`config.mk`:
```
export PLATFORM = sky130hd
export DESIGN_NAME = alu_seq
export DESIGN_NICKNAME = d
export VERILOG_FILES = /design/src/rtl/alu_seq.sv
export SDC_FILE = /design/constraint.sdc
export NUM_CORES = 1
export LEC_CHECK = 0
export CELL_PAD_IN_SITES_DETAIL_PLACEMENT = 1
export CELL_PAD_IN_SITES_GLOBAL_PLACEMENT = 2
export CORE_UTILIZATION = 31
export DETAILED_ROUTE_END_ITERATION = 10
export PLACE_DENSITY = 0.93
export REMOVE_ABC_BUFFERS = 1
export SLEW_MARGIN = 20
export SYNTH_ARGS = -nofsm -noshare
export SYNTH_HDL_FRONTEND = slang
export SYNTH_SLANG_ARGS = --single-unit
```
`constraint.sdc`:
```
create_clock -name clk -period 4.7 [get_ports clk]
set_input_delay 0.47 -clock clk [delete_from_list [all_inputs] [get_ports clk]]
set_output_delay 0.47 -clock clk [all_outputs]
set_load 0.03 [all_outputs]
```
`src/rtl/alu_seq.sv`:
```
// ---------------------------------------------------------------------------
// alu_seq -- registered, handshaked ALU with an accumulate mode and an
// optional multi-cycle shift-add multiplier.
//
// Operands a/b (W bits) and a 3-bit opcode are taken on an in_valid/in_ready
// handshake. The 2W-bit result is held, with out_valid, until out_ready.
//
// Optional feature: define ALU_SEQ_MUL_EN to build the shift-add multiplier
// (op 6). Without it, op 6 completes in one cycle with result 0 and err=1,
// and busy is tied low.
//
// Ports:
//   clk        system clock, rising edge
//   resetn     asynchronous, active-low reset
//   in_valid   operands/opcode presented
//   in_ready   block can accept (IDLE only)
//   op, a, b   opcode and operands, sampled on accept
//   out_valid  result valid, held until consumed
//   out_ready  consumer accepts result
//   result     registered 2W-bit result
//   busy       high while the multiplier iterates
//   err        high with out_valid when the opcode was unsupported
// ---------------------------------------------------------------------------
module alu_seq #(
  parameter int W = 4
) (
  input  logic           clk,
  input  logic           resetn,
  input  logic           in_valid,
  output logic           in_ready,
  input  logic [2:0]     op,
  input  logic [W-1:0]   a,
  input  logic [W-1:0]   b,
  output logic           out_valid,
  input  logic           out_ready,
  output logic [2*W-1:0] result,
  output logic           busy,
  output logic           err
);

  typedef enum logic [1:0] {S_IDLE, S_MUL, S_HOLD} state_t;

  state_t           r_state;
  logic [2*W-1:0]   r_result;
  logic             r_out_valid;
  logic             r_err;

  logic [W:0]       w_add;
  logic [W:0]       w_sub;
  logic [2*W-1:0]   w_res;
  logic             w_err;

  // Bit W of the W+1-bit difference is the borrow (a < b).
  assign w_add = {1'b0, a} + {1'b0, b};
  assign w_sub = {1'b0, a} - {1'b0, b};

  always_comb begin
    w_res = '0;
    w_err = 1'b0;
    case (op)
      3'd0: w_res = {{(W-1){1'b0}}, w_add};
      3'd1: w_res = {{(W-1){1'b0}}, w_sub};
      3'd2: w_res = {a | b, a ^ b};
      3'd3: w_res = {{(2*W-1){1'b0}}, |{a, b}};
      3'd4: w_res = {{(2*W-1){1'b0}}, &{a, b}};
      3'd5: w_res = {b, a};
      3'd7: w_res = r_result + {{W{1'b0}}, a};  // wraps mod 2^2W
      default: begin
        // op 6 only reaches this path when the multiplier is not built.
        w_res = '0;
`ifndef ALU_SEQ_MUL_EN
        w_err = 1'b1;
`endif
      end
    endcase
  end

`ifdef ALU_SEQ_MUL_EN
  localparam int CW = $clog2(W) + 1;

  logic [2*W-1:0]   r_mcand;
  logic [W-1:0]     r_mplier;
  logic [2*W-1:0]   r_prod;
  logic [CW-1:0]    r_cnt;
  logic             r_busy;
  logic [2*W-1:0]   w_prod_next;

  assign w_prod_next = r_prod + (r_mplier[0] ? r_mcand : '0);
  assign busy        = r_busy;
`else
  assign busy        = 1'b0;
`endif

  always_ff @(posedge clk or negedge resetn) begin
    if (!resetn) begin
      r_state     <= S_IDLE;
      r_result    <= '0;
      r_out_valid <= 1'b0;
      r_err       <= 1'b0;
`ifdef ALU_SEQ_MUL_EN
      r_mcand     <= '0;
      r_mplier    <= '0;
      r_prod      <= '0;
      r_cnt       <= '0;
      r_busy      <= 1'b0;
`endif
    end else begin
      case (r_state)
        S_IDLE: begin
          if (in_valid) begin
`ifdef ALU_SEQ_MUL_EN
            if (op == 3'd6) begin
              r_state  <= S_MUL;
              r_busy   <= 1'b1;
              r_prod   <= '0;
              r_mcand  <= {{W{1'b0}}, a};
              r_mplier <= b;
              r_cnt    <= '0;
            end else
`endif
            begin
              r_state     <= S_HOLD;
              r_result    <= w_res;
              r_err       <= w_err;
              r_out_valid <= 1'b1;
            end
          end
        end
`ifdef ALU_SEQ_MUL_EN
        S_MUL: begin
          // One partial product per cycle; the last iteration's sum goes
          // straight into result so out_valid appears W+1 cycles after accept.
          r_prod   <= w_prod_next;
          r_mcand  <= r_mcand << 1;
          r_mplier <= r_mplier >> 1;
          r_cnt    <= r_cnt + 1'b1;
          if (r_cnt == CW'(W - 1)) begin
            r_state     <= S_HOLD;
            r_result    <= w_prod_next;
            r_err       <= 1'b0;
            r_out_valid <= 1'b1;
            r_busy      <= 1'b0;
          end
        end
`endif
        S_HOLD: begin
          // result is kept after consumption; ACC builds on it.
          if (out_ready) begin
            r_state     <= S_IDLE;
            r_out_valid <= 1'b0;
          end
        end
        default: r_state <= S_IDLE;
      endcase
    end
  end

  assign in_ready  = (r_state == S_IDLE);
  assign out_valid = r_out_valid;
  assign result    = r_result;
  assign err       = r_err;

endmodule

```
-- Word-level counts from Yosys, hierarchy flattened
Cells that the tools add are included.
- add/subtract/negate cells: 3
- eq/ne operators: 9
- muxes and demuxes: 8
- bitwise operators: 2
- reductions and logical operators: 9
- operators by type and width (operator ; count):
    case mux 8 bit (7 select lines) ; 1
    == test 3 bit (second input constant) ; 3
    adder 8 x 4 -> 8 bit ; 1
    AND reduction 8 bit ; 1
    OR reduction 8 bit ; 1
    OR reduction 7 bit ; 1
    == test 3 x 2 -> 1 bit (second input constant) ; 2
    adder 4 x 4 -> 5 bit ; 1
    subtractor 4 x 4 -> 5 bit ; 1
    two-way mux 2 bit ; 2
    != test 2 bit (second input constant) ; 2
    bitwise OR 4 bit ; 1
    case mux 2 bit (2 select lines) ; 1
    AND reduction 2 bit ; 2
    XOR 4 bit ; 1
    == test 3 x 1 -> 1 bit (second input constant) ; 1
    logical NOT 3 bit ; 1
    two-way mux 1 bit ; 3
    AND reduction 3 bit ; 1
    == test 2 bit (second input constant) ; 1
    logical NOT 2 bit ; 1
    case mux 1 bit (2 select lines) ; 1
    nonzero test 2 bit ; 1
- flip-flop bits (word level): 12
- input bits: 15
- output and inout port bits: 12
- word-level logic and storage cells: 35

-- Logic depth before layout (Yosys ltp)
Gate-level depths: netlist (run 1).
- depth in word-level cells: 3
- mapped depth: 10
- mapped depth without buffers: 10

-- Worst setup path before layout (run 1)
No wires, ideal clock.
- path kind: input port to flip-flop
- start point: input op[1]
- end point: register r_result[4] (netlist: result[4])
- setup time: 0.126 ns
- arrival: 2.363 ns
- required time: 4.574 ns
- slack: 2.211 ns
- cell stages on the path: 9
- path buffers: 1
- cells stage by stage: buf_4 -> nor3b_2 -> mux2_2 -> fa_1 -> nand2b_1 -> a21oi_1 -> xor2_1 -> nor4_1 -> a221o_1
- cells in the longest elaborated chain, start to end: 2
- elaborated cells between the ends (all ways): 8
- those cells by class: eq/ne (6); mux (1); reduce/logical (1)
- ends and longest elaborated chain (element ; RTL line ; source):
    start: declaration ; 31 ; input logic [2:0] op,
    == test 3 bit (tied with other cells) ; 60 ; case (op)
    case mux 8 bit (7 select lines) (*) ; 60 ;
    end signal: assignment ; 123 ; r_result <= w_res;
    end: declaration ; 44 ; logic [2*W-1:0] r_result;
Mark *: on every way between the ends. The rest lies on a longest branch, timed or not.
A chain may end at the register's enable or synchronous reset.

-- Worst setup path in the final report (run 1)
Ends and elaborated chain as after synthesis.

==> summary.txt, run 1 <==
Outcome
  – Status: completed

Synthesis
  – Synth Register Bits: 10
  – Most used DFF post-synth: dfrtp_1
  – Ys async rst share: between 90% and 100%
  – Synth unique cells: 47
  – Ys Warns: 0
  – Syn Inst Count: around 150
  – Post-Syn Area: 1189 µm²
  – Avg Cell Area, Syn: just over 8 µm²
  – Post-synth EDFFs: 0
  – Sequential share of the synthesized area: 21.05%

Timing
  – Worst Tran Pin Value: 719.9 ps
  – Setup TNS: 0 ps
  – Fin Hold WS: 522.2 ps
  – Setup-failing EPs final: 0
  – Final Hold Viols: 0
  – Final slew viol count: 0
  – Max Fclk: 311.4 MHz
  – Slew HR: 51.86%
  – Layout Skew: 8.878 ps
  – Period utilisation layout: about two thirds
  – Post-route minimum period: roughly 3200 ps
  – RSZ-0062 raised after global routing: false

CTS
  – Clock slew at reported path FFs: 60 ps
  – CTS Root Cell: clkbuf_8
  – Hold bufs inserted after CTS: 0
  – H-tree levels: 1
  – CTS buffer count: 3
  – # Post-CTS Setup Buffers: 0
  – Clk sink count: 10
  – Post-cts repair resize count: 0
  – Clock Latency Late Sink: 240 ps
  – CTS tree: yes
  – CTS max path bufs: 2

Detailed routing
  – Pre-Repair DR Iteration Count: 4
  – Vias: 1163
  – ANT nets after route: 0
  – DRC violations left: 0
  – Detailed Route WL: ~3.3 mm
  – Per-cell routed wire length: 15.35 µm
  – Initial DRC Count: 74
  – Vias per inst: between 5 and 6

Final layout
  – Ant diodes: 0
  – Ratio of cells with drive above 1 in the final layout: 6.509%
  – Final net count: 201
  – Final non-filler cell total: 217
  – Commonest non-fill, non-tap cells in the layout: 25 x clkdlybuf4s50_1, 17 x nor2_1, 14 x inv_1, 14 x ha_1
  – Area grow syn2layout: 27.47%
  – Final core utilization: ~41%
  – Commonest non-fill, non-tap cell in the layout: clkdlybuf4s50_1

Critical path
  – Crit path max fanout: 20
  – Worst reg2reg path endpoint: result[4]$_DFFE_PN0P_
  – Critical path's slowest cell: clkdlybuf4s50_1
  – CP Launch Type: input port
  – Reg-to-reg setup timing slack: 2480 ps
  – Worst setup EP type: flip-flop
  – Req. time, crit path: 4820 ps
  – WS Path Type: input port to flip-flop
  – Critical path origin: op[1]
  – Critical Path End: result[4]$_DFFE_PN0P_
  – WP data arrival: 3340 ps
  – Largest stage delay, worst path: between 700 and 800 ps
  – R2r worst-path depth: 8
  – Critical R2R Launch: result[0]$_DFFE_PN0P_
  – Critical-path cell list: clkdlybuf4s50_1 > nor3b_2 > mux2_2 > fa_1 > nand2b_1 > a21oi_1 > xor2_1 > nor4_1 > a221o_1

Floorplanning
  – Die W: 63.92 µm
  – Die area: roughly 4100 µm²
  – IO Count: 27
  – Die height: 63.92 µm
  – Initial Utilization: around a third
  – CORE AREA: 3661 µm²
  – Core Rows: 22

Placed design
  – Routability cong.: 0.8579
  – Port bufs: 25
  – Post-DP HPWL: 2.644 mm
  – Placed cells: 213

Power
  – Leak pwr: 0.6672 nW
  – IR drop worst, VDD: 0.07821 mV
  – Overall Power: 0.4831 mW
  – Pwr Density: 318.9 nW/µm²

Hold path
  – Hold crit path type: flip-flop to flip-flop
  – Hold Startpoint: result[2]$_DFFE_PN0P_

GRT
  – Largest net degree at the start of global routing: 21
  – GRT Util Overall: ~18%
  – Initial antenna violation count: 0
  – Vias in the first global route: 1211
  – Congestion Overflow GR: 0
  – First-pass GRT wire length: about 5.7 mm

Run
  – Max-cap viol count: 0
## where the power goes
part | switching (mW) | internal, mW | total, mW | leakage [nW]
registers | 0.0192 | 0.104 | 0.123 | 0.127
logic | 0.140 | 0.107 | 0.248 | 0.511
clock network | 0.0379 | 0.0739 | 0.112 | 0.0288
total | 0.197 | 0.286 | 0.483 | 0.667
## registers in the layout (all words and copies together) (netlist names)
| name | count |
|---|---|
| err | 1 |
| result | 8 |
| out_valid | 1 |
## routing by layer
layer,up-vias,GRT usage [%],wire length [µm]
met5,-,0,0
met4,0,5.398,23
met3,4,2.857,135
met2,28,29.92,1592
met1,564,22.88,1579
li1,567,-,-
## per-stage QoR
step                worst slack (ps)  cell area, µm²
floorplan                       2371            1150
global placement                1328            1460
detailed placement              1224            1460
CTS                             1487            1515
global route                    1313            1515
finish                          1489            1515
## synthesized netlist by cell type, types with 2 or more instances
master,count,share of area [%]
dfrtp_1,10,21
nor2b_1,2,1.1
o22ai_1,2,1.1
xor2_1,2,1.5
a41oi_1,2,1.5
nand2b_1,4,2.1
ha_1,14,15
nor4_1,3,1.6
a31oi_1,5,2.6
a221o_1,2,1.7
a21oi_1,7,2.9
nor2_1,17,5.4
o21ai_0,3,1.3
inv_1,14,4.4
and3_1,2,1.1
xnor2_1,4,2.9
fa_1,2,3.4
nand2_1,10,3.2
nor3b_1,2,1.3
buf_4,4,2.5
a21o_1,2,1.3
o21ai_1,8,3.4
## cell type report
| class | count | area, µm² |
|---|---|---|
| clock buffer | 4 | 55.05 |
| inverter | 14 | 52.55 |
| fill | 446 | 2146 |
| multi-input combinational | 116 | 847.1 |
| tap | 48 | 60.06 |
| sequential | 10 | 250.2 |
| timing repair buffer | 25 | 250.2 |
## cell families (layout without fill, tap and decap cells)
group | Yosys count | in the layout | share of synthesized area (%)
compound gates | 40 | 40 | 22.74
xor+xnor | 6 | 6 | 4.421
fa+ha+maj | 16 | 16 | 18.11
buf+inv | 20 | 43 | 7.684
flops | 10 | 10 | 21.05
mux | 3 | 3 | 2.737
other cells | 1 | 1 | 0.3155
simple gates | 50 | 50 | 22.95
## worst max-delay path: cells and delay by family
family	cells	cell delay, ps
adders and majority gates	1	430
AOI/OAI and AO/OA	2	440
buffers and inverters	1	780
muxes	1	400
and+or+nand+nor	3	630
xor gates and xnor gates	1	160
## how the worst min path moves through the flow
stage / slack, ps / cells after the start / end
floorplan: 170 / 0 / err$_DFFE_PN0P_
global placement: 490 / 2 / result[0]$_DFFE_PN0P_
detailed placement: 520 / 2 / result[2]$_DFFE_PN0P_
CTS: 530 / 2 / result[2]$_DFFE_PN0P_
global route: 560 / 2 / err$_DFFE_PN0P_
finish: 520 / 2 / result[2]$_DFFE_PN0P_
Note: power is estimated with default switching activity, not from simulation.
==> inputs of run 2 (changes only) <==
--- a/config.mk
+++ b/config.mk
@@ -7,9 +7,9 @@
 export LEC_CHECK = 0
 export CELL_PAD_IN_SITES_DETAIL_PLACEMENT = 1
 export CELL_PAD_IN_SITES_GLOBAL_PLACEMENT = 2
-export CORE_UTILIZATION = 31
+export CORE_UTILIZATION = 26
 export DETAILED_ROUTE_END_ITERATION = 10
-export PLACE_DENSITY = 0.93
+export PLACE_DENSITY = 0.85
 export REMOVE_ABC_BUFFERS = 1
 export SLEW_MARGIN = 20
 export SYNTH_ARGS = -nofsm -noshare
==> constraint.sdc (replaced) <==
create_clock -name clk -period 2.9 [get_ports clk]
set_input_delay 0.29 -clock clk [delete_from_list [all_inputs] [get_ports clk]]
set_output_delay 0.29 -clock clk [all_outputs]
set_load 0.03 [all_outputs]
==> summary.txt, run 2 (synthesized netlist as in run 1, its figures left out) <==
Final layout
  – Ratio of cells with drive above 1 in the final layout: 9.714% (was 6.509%)
  – Area grow syn2layout: 31.68% (was 27.47%)
  – Commonest non-fill, non-tap cells in the layout: 25 x clkdlybuf4s50_1, 17 x nor2_1, 14 x inv_1, 14 x ha_1 (unchanged)
  – Max reg flops: 8 (unchanged)
  – Fillers: 528 (was 446)
  – Final net count: 207 (was 201)
  – Commonest non-fill, non-tap cell in the layout: clkdlybuf4s50_1 (unchanged)
  – Finished Cell Area: 1565 µm² (was 1515 µm²)
  – Final non-filler cell total: 227 (was 217)
  – Final core utilization: 35.70% (was 41.39%)
  – Ant diodes: 0 (unchanged)

Floorplanning
  – Die height: 69.62 µm (was 63.92 µm)
  – Core Rows: 24 (was 22)
  – Initial Utilization: 27.11% (was 32.47%)
  – CORE AREA: 4384 µm² (was 3661 µm²)
  – IO Count: 27 (unchanged)
  – Die area: 4846 µm² (was 4086 µm²)
  – Die W: 69.62 µm (was 63.92 µm)

Power
  – Comb pwr share: 52.2% (was 51.3%)
  – Seq pwr share: 25.1% (was 25.6%)
  – Net Switching: 0.3301 mW (was 0.1975 mW)
  – Switching Share: 41.28% (was 40.87%)
  – Overall Power: 0.7996 mW (was 0.4831 mW)
  – Pwr Density: 510.8 nW/µm² (was 318.9 nW/µm²)
  – Leak pwr: 0.6961 nW (was 0.6672 nW)
  – IR drop worst, VDD: 0.1964 mV (was 0.07821 mV)
  – Clock power share: 22.7% (was 23.1%)
  – Cell Int Power: 0.4695 mW (was 0.2857 mW)

Timing
  – Final slew viol count: 0 (unchanged)
  – Period utilisation layout: 88.46%
  – Layout Skew: 7.408 ps (was 8.878 ps)
  – Setup-failing EPs final: 0 (unchanged)
  – Post-route minimum period: about 2600 ps
  – Max Fclk: 389.8 MHz
  – Final Hold Viols: 0 (unchanged)
  – Final setup margin: 334.7 ps (was 1489 ps)
  – Worst Tran Pin Value: 520.2 ps (was 719.9 ps)
  – Slew HR: 65.21% (was 51.86%)
  – Fin Hold WS: 390.9 ps (was 522.2 ps)
  – Setup TNS: 0 ps (unchanged)
  – RSZ-0062 raised after global routing: false (unchanged)

Placed design
  – Pre-CTS WS: 85.38 ps (was 1224 ps)
  – Post-DP HPWL: 3.007 mm (was 2.644 mm)
  – Placement Cell Area: 1510 µm² (was 1460 µm²)
  – Placed cells: 223 (was 213)
  – Routability cong.: 0.8117 (was 0.8579)
  – Port bufs: 25 (unchanged)

Critical path
  – Largest stage delay, worst path: 480 ps (was 780 ps)
  – CP Launch Type: input port (unchanged)
  – Worst setup EP type: flip-flop (unchanged)
  – R2r worst-path depth: 8 (unchanged)
  – CP delay by family, top: adder cells (was buffers and inverters)
  – Crit path max fanout: 3 (was 20)
  – Critical-path cell list: clkdlybuf4s50_1 > inv_1 > ha_1 > mux2_2 > fa_1 > nand2b_1 > a21oi_1 > xor2_1 > nor4_1 > a221o_1 (was clkdlybuf4s50_1 > nor3b_2 > mux2_2 > fa_1 > nand2b_1 > a21oi_1 > xor2_1 > nor4_1 > a221o_1)
  – Critical path's slowest cell: clkdlybuf4s50_1 (unchanged)
  – WP data arrival: 2690 ps (was 3340 ps)
  – Req. time, crit path: 3030 ps (was 4820 ps)
  – WP buf/inv: 2 (was 1)
  – WS Path Type: input port to flip-flop (unchanged)
  – Crit. path cell count: 10 (was 9)

GRT
  – Initial antenna violation count: 0 (unchanged)
  – Largest net degree at the start of global routing: 20 (was 21)
  – First-pass GRT wire length: 6.258 mm (was 5.685 mm)
  – Vias in the first global route: 1308 (was 1211)
  – GRT Util Overall: 16.26% (was 17.71%)
  – Congestion Overflow GR: 0 (unchanged)

CTS
  – CTS tree: yes (unchanged)
  – Clock Latency Late Sink: 240 ps (about the same)
  – Clock slew at reported path FFs: 60 ps (about the same)
  – Hold bufs inserted after CTS: 0 (unchanged)
  – H-tree levels: 1 (unchanged)
  – CTS max path bufs: 2 (unchanged)
  – CTS Root Cell: clkbuf_8 (unchanged)
  – Post-cts repair resize count: 0 (unchanged)
  – Clk sink count: 10 (unchanged)
  – # Post-CTS Setup Buffers: 0 (unchanged)
  – CTS buffer count: 3 (unchanged)

Detailed routing
  – Vias: 1190 (was 1163)
  – ANT nets after route: 0 (unchanged)
  – Initial DRC Count: 60 (was 74)
  – Per-cell routed wire length: 16.63 µm (was 15.35 µm)
  – Vias per inst: 5.242 (was 5.359)
  – Pre-Repair DR Iteration Count: 4 (unchanged)
  – Detailed Route WL: 3.776 mm (was 3.331 mm)
  – DRC violations left: 0 (unchanged)

Hold path
  – Hold crit path type: input port to async pin (was flip-flop to flip-flop)

Outcome
  – Status: completed (unchanged)

Run
  – Max-cap viol count: 0 (unchanged)
-- run 2: cell types whose count changed in the layout (fill, tap and decap cells not counted), sizes merged --
| cell | previous run | this run |
|---|---|---|
| buf | 0 | 6 |
-- run 2: power groups by stage --
stage	clock network [mW]	registers, mW	logic, mW
after global placement	0	0.201	0.400
final	0.181	0.201	0.418
after detailed placement	0	0.203	0.418
after CTS	0.188	0.201	0.419
after global routing	0.196	0.206	0.455
after floorplan	0	0.256	0.196
-- run 2: worst reg2reg max path, stage by stage (launching register included) --
cell and delay [ps]:
dfrtp_1 360, ha_1 220, inv_1 70, fa_1 410, nand2b_1 180, a21oi_2 230, xnor2_1 160, o221ai_1 160
a221o_1 340
-- run 2: cell type report --
class / instances / area [µm²] / share of cell area, %
Timing Repair Buffer: 31 / 295.3 / 18.86
Tap cell: 52 / 65.06 / 4.157
Sequential cell: 10 / 250.2 / 15.99
Clock buffer: 4 / 55.05 / 3.517
Inverter: 14 / 52.55 / 3.357
Multi-Input combinational cell: 116 / 847.1 / 54.12
-- run 2: final timing paths --
check	start	slack [ps]	end
setup / recovery	b[0]	330	result[4]$_DFFE_PN0P_
hold / removal	resetn	390	result[0]$_DFFE_PN0P_
setup reg to reg	result[0]$_DFFE_PN0P_	650	result[4]$_DFFE_PN0P_
hold reg to reg	result[0]$_DFFE_PN0P_	510	result[0]$_DFFE_PN0P_
max in group asynchronous	resetn	2150	err$_DFFE_PN0P_
min in group clk	result[0]$_DFFE_PN0P_	510	result[0]$_DFFE_PN0P_
-- run 2: per-layer routing --
metal  track usage, %  up-vias  wire length [µm]
met3            4.506        3               211
li1                 -      580                 -
met5                0        -                 0
met4            2.444        0                23
met2            29.67       30              1913
met1            19.25      577              1628
==> inputs of run 3 (changes only) <==
--- a/config.mk
+++ b/config.mk
@@ -7,6 +7,7 @@
 export LEC_CHECK = 0
 export CELL_PAD_IN_SITES_DETAIL_PLACEMENT = 1
 export CELL_PAD_IN_SITES_GLOBAL_PLACEMENT = 2
+export CORE_ASPECT_RATIO = 1.1
 export CORE_UTILIZATION = 26
 export DETAILED_ROUTE_END_ITERATION = 10
 export PLACE_DENSITY = 0.85
==> summary.txt, run 3 (synthesized netlist as in run 1, its figures left out) <==
Outcome
  – Status: completed (unchanged)

Power
  – Comb pwr share: 51.9% (was 52.2%)
  – Net Switching: 0.3225 mW (was 0.3301 mW)
  – Clock power share: 22.9% (was 22.7%)
  – Seq pwr share: 25.2% (was 25.1%)
  – Pwr Density: 502.6 nW/µm² (was 510.8 nW/µm²)
  – Overall Power: 0.7917 mW (was 0.7996 mW)
  – IR drop worst, VDD: 0.1258 mV (was 0.1964 mV)
  – Cell Int Power: 0.4692 mW (was 0.4695 mW)
  – Switching Share: 40.73% (was 41.28%)
  – Leak pwr: 0.7009 nW (was 0.6961 nW)

Placed design
  – Routability cong.: 0.8730 (was 0.8117)
  – Post-DP HPWL: 2.850 mm (was 3.007 mm)
  – Port bufs: 25 (unchanged)
  – Pre-CTS WS: 101.8 ps (was 85.38 ps)

Timing
  – Final setup margin: 360.7 ps (was 334.7 ps)
  – Period utilisation layout: 87.56% (was 88.46%)
  – Post-route minimum period: 2539 ps (was 2565 ps)
  – Max Fclk: 393.8 MHz (was 389.8 MHz)
  – Final slew viol count: 0 (unchanged)
  – Setup TNS: 0 ps (unchanged)
  – RSZ-0062 raised after global routing: false (unchanged)
  – Worst Tran Pin Value: 499.4 ps (was 520.2 ps)
  – Setup-failing EPs final: 0 (unchanged)
  – Slew HR: 66.60% (was 65.21%)
  – Layout Skew: 2.284 ps (was 7.408 ps)
  – Fin Hold WS: 384.6 ps (was 390.9 ps)
  – Final Hold Viols: 0 (unchanged)

Detailed routing
  – Per-cell routed wire length: 14.93 µm (was 16.63 µm)
  – Vias per inst: 5.100 (was 5.242)
  – Pre-Repair DR Iteration Count: 4 (unchanged)
  – ANT nets after route: 0 (unchanged)
  – DRC violations left: 0 (unchanged)
  – Vias: 1173 (was 1190)
  – Detailed Route WL: 3.434 mm (was 3.776 mm)
  – Initial DRC Count: 20 (was 60)

Critical path
  – Req. time, crit path: 3030 ps (about the same)
  – WP data arrival: 2670 ps (was 2690 ps)
  – Reg-to-reg setup timing slack: 690 ps (was 650 ps)
  – Worst setup EP type: flip-flop (unchanged)
  – R2r worst-path depth: 8 (unchanged)
  – Crit path max fanout: 3 (unchanged)
  – Worst reg2reg path endpoint: result[4]$_DFFE_PN0P_ (unchanged)
  – CP Launch Type: input port (unchanged)
  – Critical R2R Launch: result[0]$_DFFE_PN0P_ (unchanged)
  – WS Path Type: input port to flip-flop (unchanged)

Floorplanning
  – Die height: 72.92 µm (was 69.62 µm)
  – Die W: 66.47 µm (was 69.62 µm)
  – Die area: 4846 µm² (about the same)
  – Core Rows: 25 (was 24)
  – CORE AREA: 4348 µm² (was 4384 µm²)
  – Initial Utilization: 27.34% (was 27.11%)
  – IO Count: 27 (unchanged)

Final layout
  – Ratio of cells with drive above 1 in the final layout: 10.23% (was 9.714%)
  – Area grow syn2layout: 32.53% (was 31.68%)
  – Max reg flops: 8 (unchanged)
  – Fillers: 522 (was 528)
  – Commonest non-fill, non-tap cells in the layout: 25 x clkdlybuf4s50_1, 17 x nor2_1, 14 x inv_1, 14 x ha_1 (unchanged)
  – Final net count: 208 (was 207)
  – Ant diodes: 0 (unchanged)
  – Commonest non-fill, non-tap cell in the layout: clkdlybuf4s50_1 (unchanged)
  – Reg area: 250.2 µm² (unchanged)
  – Multi-input gate area: 847.1 µm² (unchanged)

GRT
  – GRT Util Overall: 15.37% (was 16.26%)
  – Initial antenna violation count: 0 (unchanged)
  – Vias in the first global route: 1202 (was 1308)
  – Congestion Overflow GR: 0 (unchanged)
  – Largest net degree at the start of global routing: 20 (unchanged)
  – First-pass GRT wire length: 5.658 mm (was 6.258 mm)

CTS
  – CTS tree: yes (unchanged)
  – CTS max path bufs: 2 (unchanged)
  – CTS Root Cell: clkbuf_8 (unchanged)
  – H-tree levels: 1 (unchanged)
  – # Post-CTS Setup Buffers: 0 (unchanged)
  – Clk sink count: 10 (unchanged)
  – Hold bufs inserted after CTS: 0 (unchanged)
  – Post-cts repair resize count: 0 (unchanged)
  – Clock slew at reported path FFs: 50 ps (was 60 ps)
  – CTS buffer count: 3 (unchanged)
  – Clock Latency Late Sink: 240 ps (about the same)

Hold path
  – Hold crit path type: input port to async pin (unchanged)

Run
  – Max-cap viol count: 0 (unchanged)
## run 3: cell count changes in the layout (fill, tap and decap cells not counted)
cell   before  now
buf_4       6    7
## run 3: layer usage
| metal | share of wire, % | GRT usage [%] | vias up |
|---|---|---|---|
| met2 | 50 | 26.76 | 24 |
| met1 | 45 | 19.79 | 560 |
| li1 | - | - | 584 |
| met5 | 0 | 0 | - |
| met3 | 3.0 | 1.406 | 5 |
| met4 | 1.3 | 4.965 | 0 |
## run 3: area by class of cell
cell class	count	share of cell area [%]
multi-input combinational	116	53.77
timing repair buffer	32	19.22
sequential	10	15.89
tap	54	4.289
clock buffer	4	3.495
inverter	14	3.336
## run 3: per-stage QoR
stage | utilization [%] | area, µm² | instances
floorplan | - | 1150 | 140
global placement | 34.96 | 1520 | 226
detailed placement | 34.96 | 1520 | 226
CTS | 36.23 | 1575 | 230
global route | 36.23 | 1575 | 230
finish | 36.23 | 1575 | 230
## run 3: power by group through the flow
stage	sequential, mW	combinational, mW	clock [mW]
detailed placement	0.202	0.413	0
global placement	0.201	0.402	0
CTS	0.200	0.415	0.186
floorplan	0.256	0.196	0
finish	0.199	0.411	0.181
global route	0.204	0.452	0.192
## run 3: worst max-delay path by stage
stage,start,endpoint,cells past startpoint
after floorplan,result[0]$_DFFE_PN0P_,result[4]$_DFFE_PN0P_,8
after CTS,b[0],result[4]$_DFFE_PN0P_,10
after global routing,b[0],result[4]$_DFFE_PN0P_,10
after global placement,b[0],result[4]$_DFFE_PN0P_,10
final,b[0],result[4]$_DFFE_PN0P_,10
after detailed placement,b[0],result[4]$_DFFE_PN0P_,10
## run 3: worst max-delay path, cell delays in order
cell	delay [ps]
clkdlybuf4s50_1	480
inv_1	80
ha_1	280
mux2_2	290
fa_1	440
nand2b_1	160
a21oi_1	160
xor2_1	170
nor4_1	60
a221o_1	250
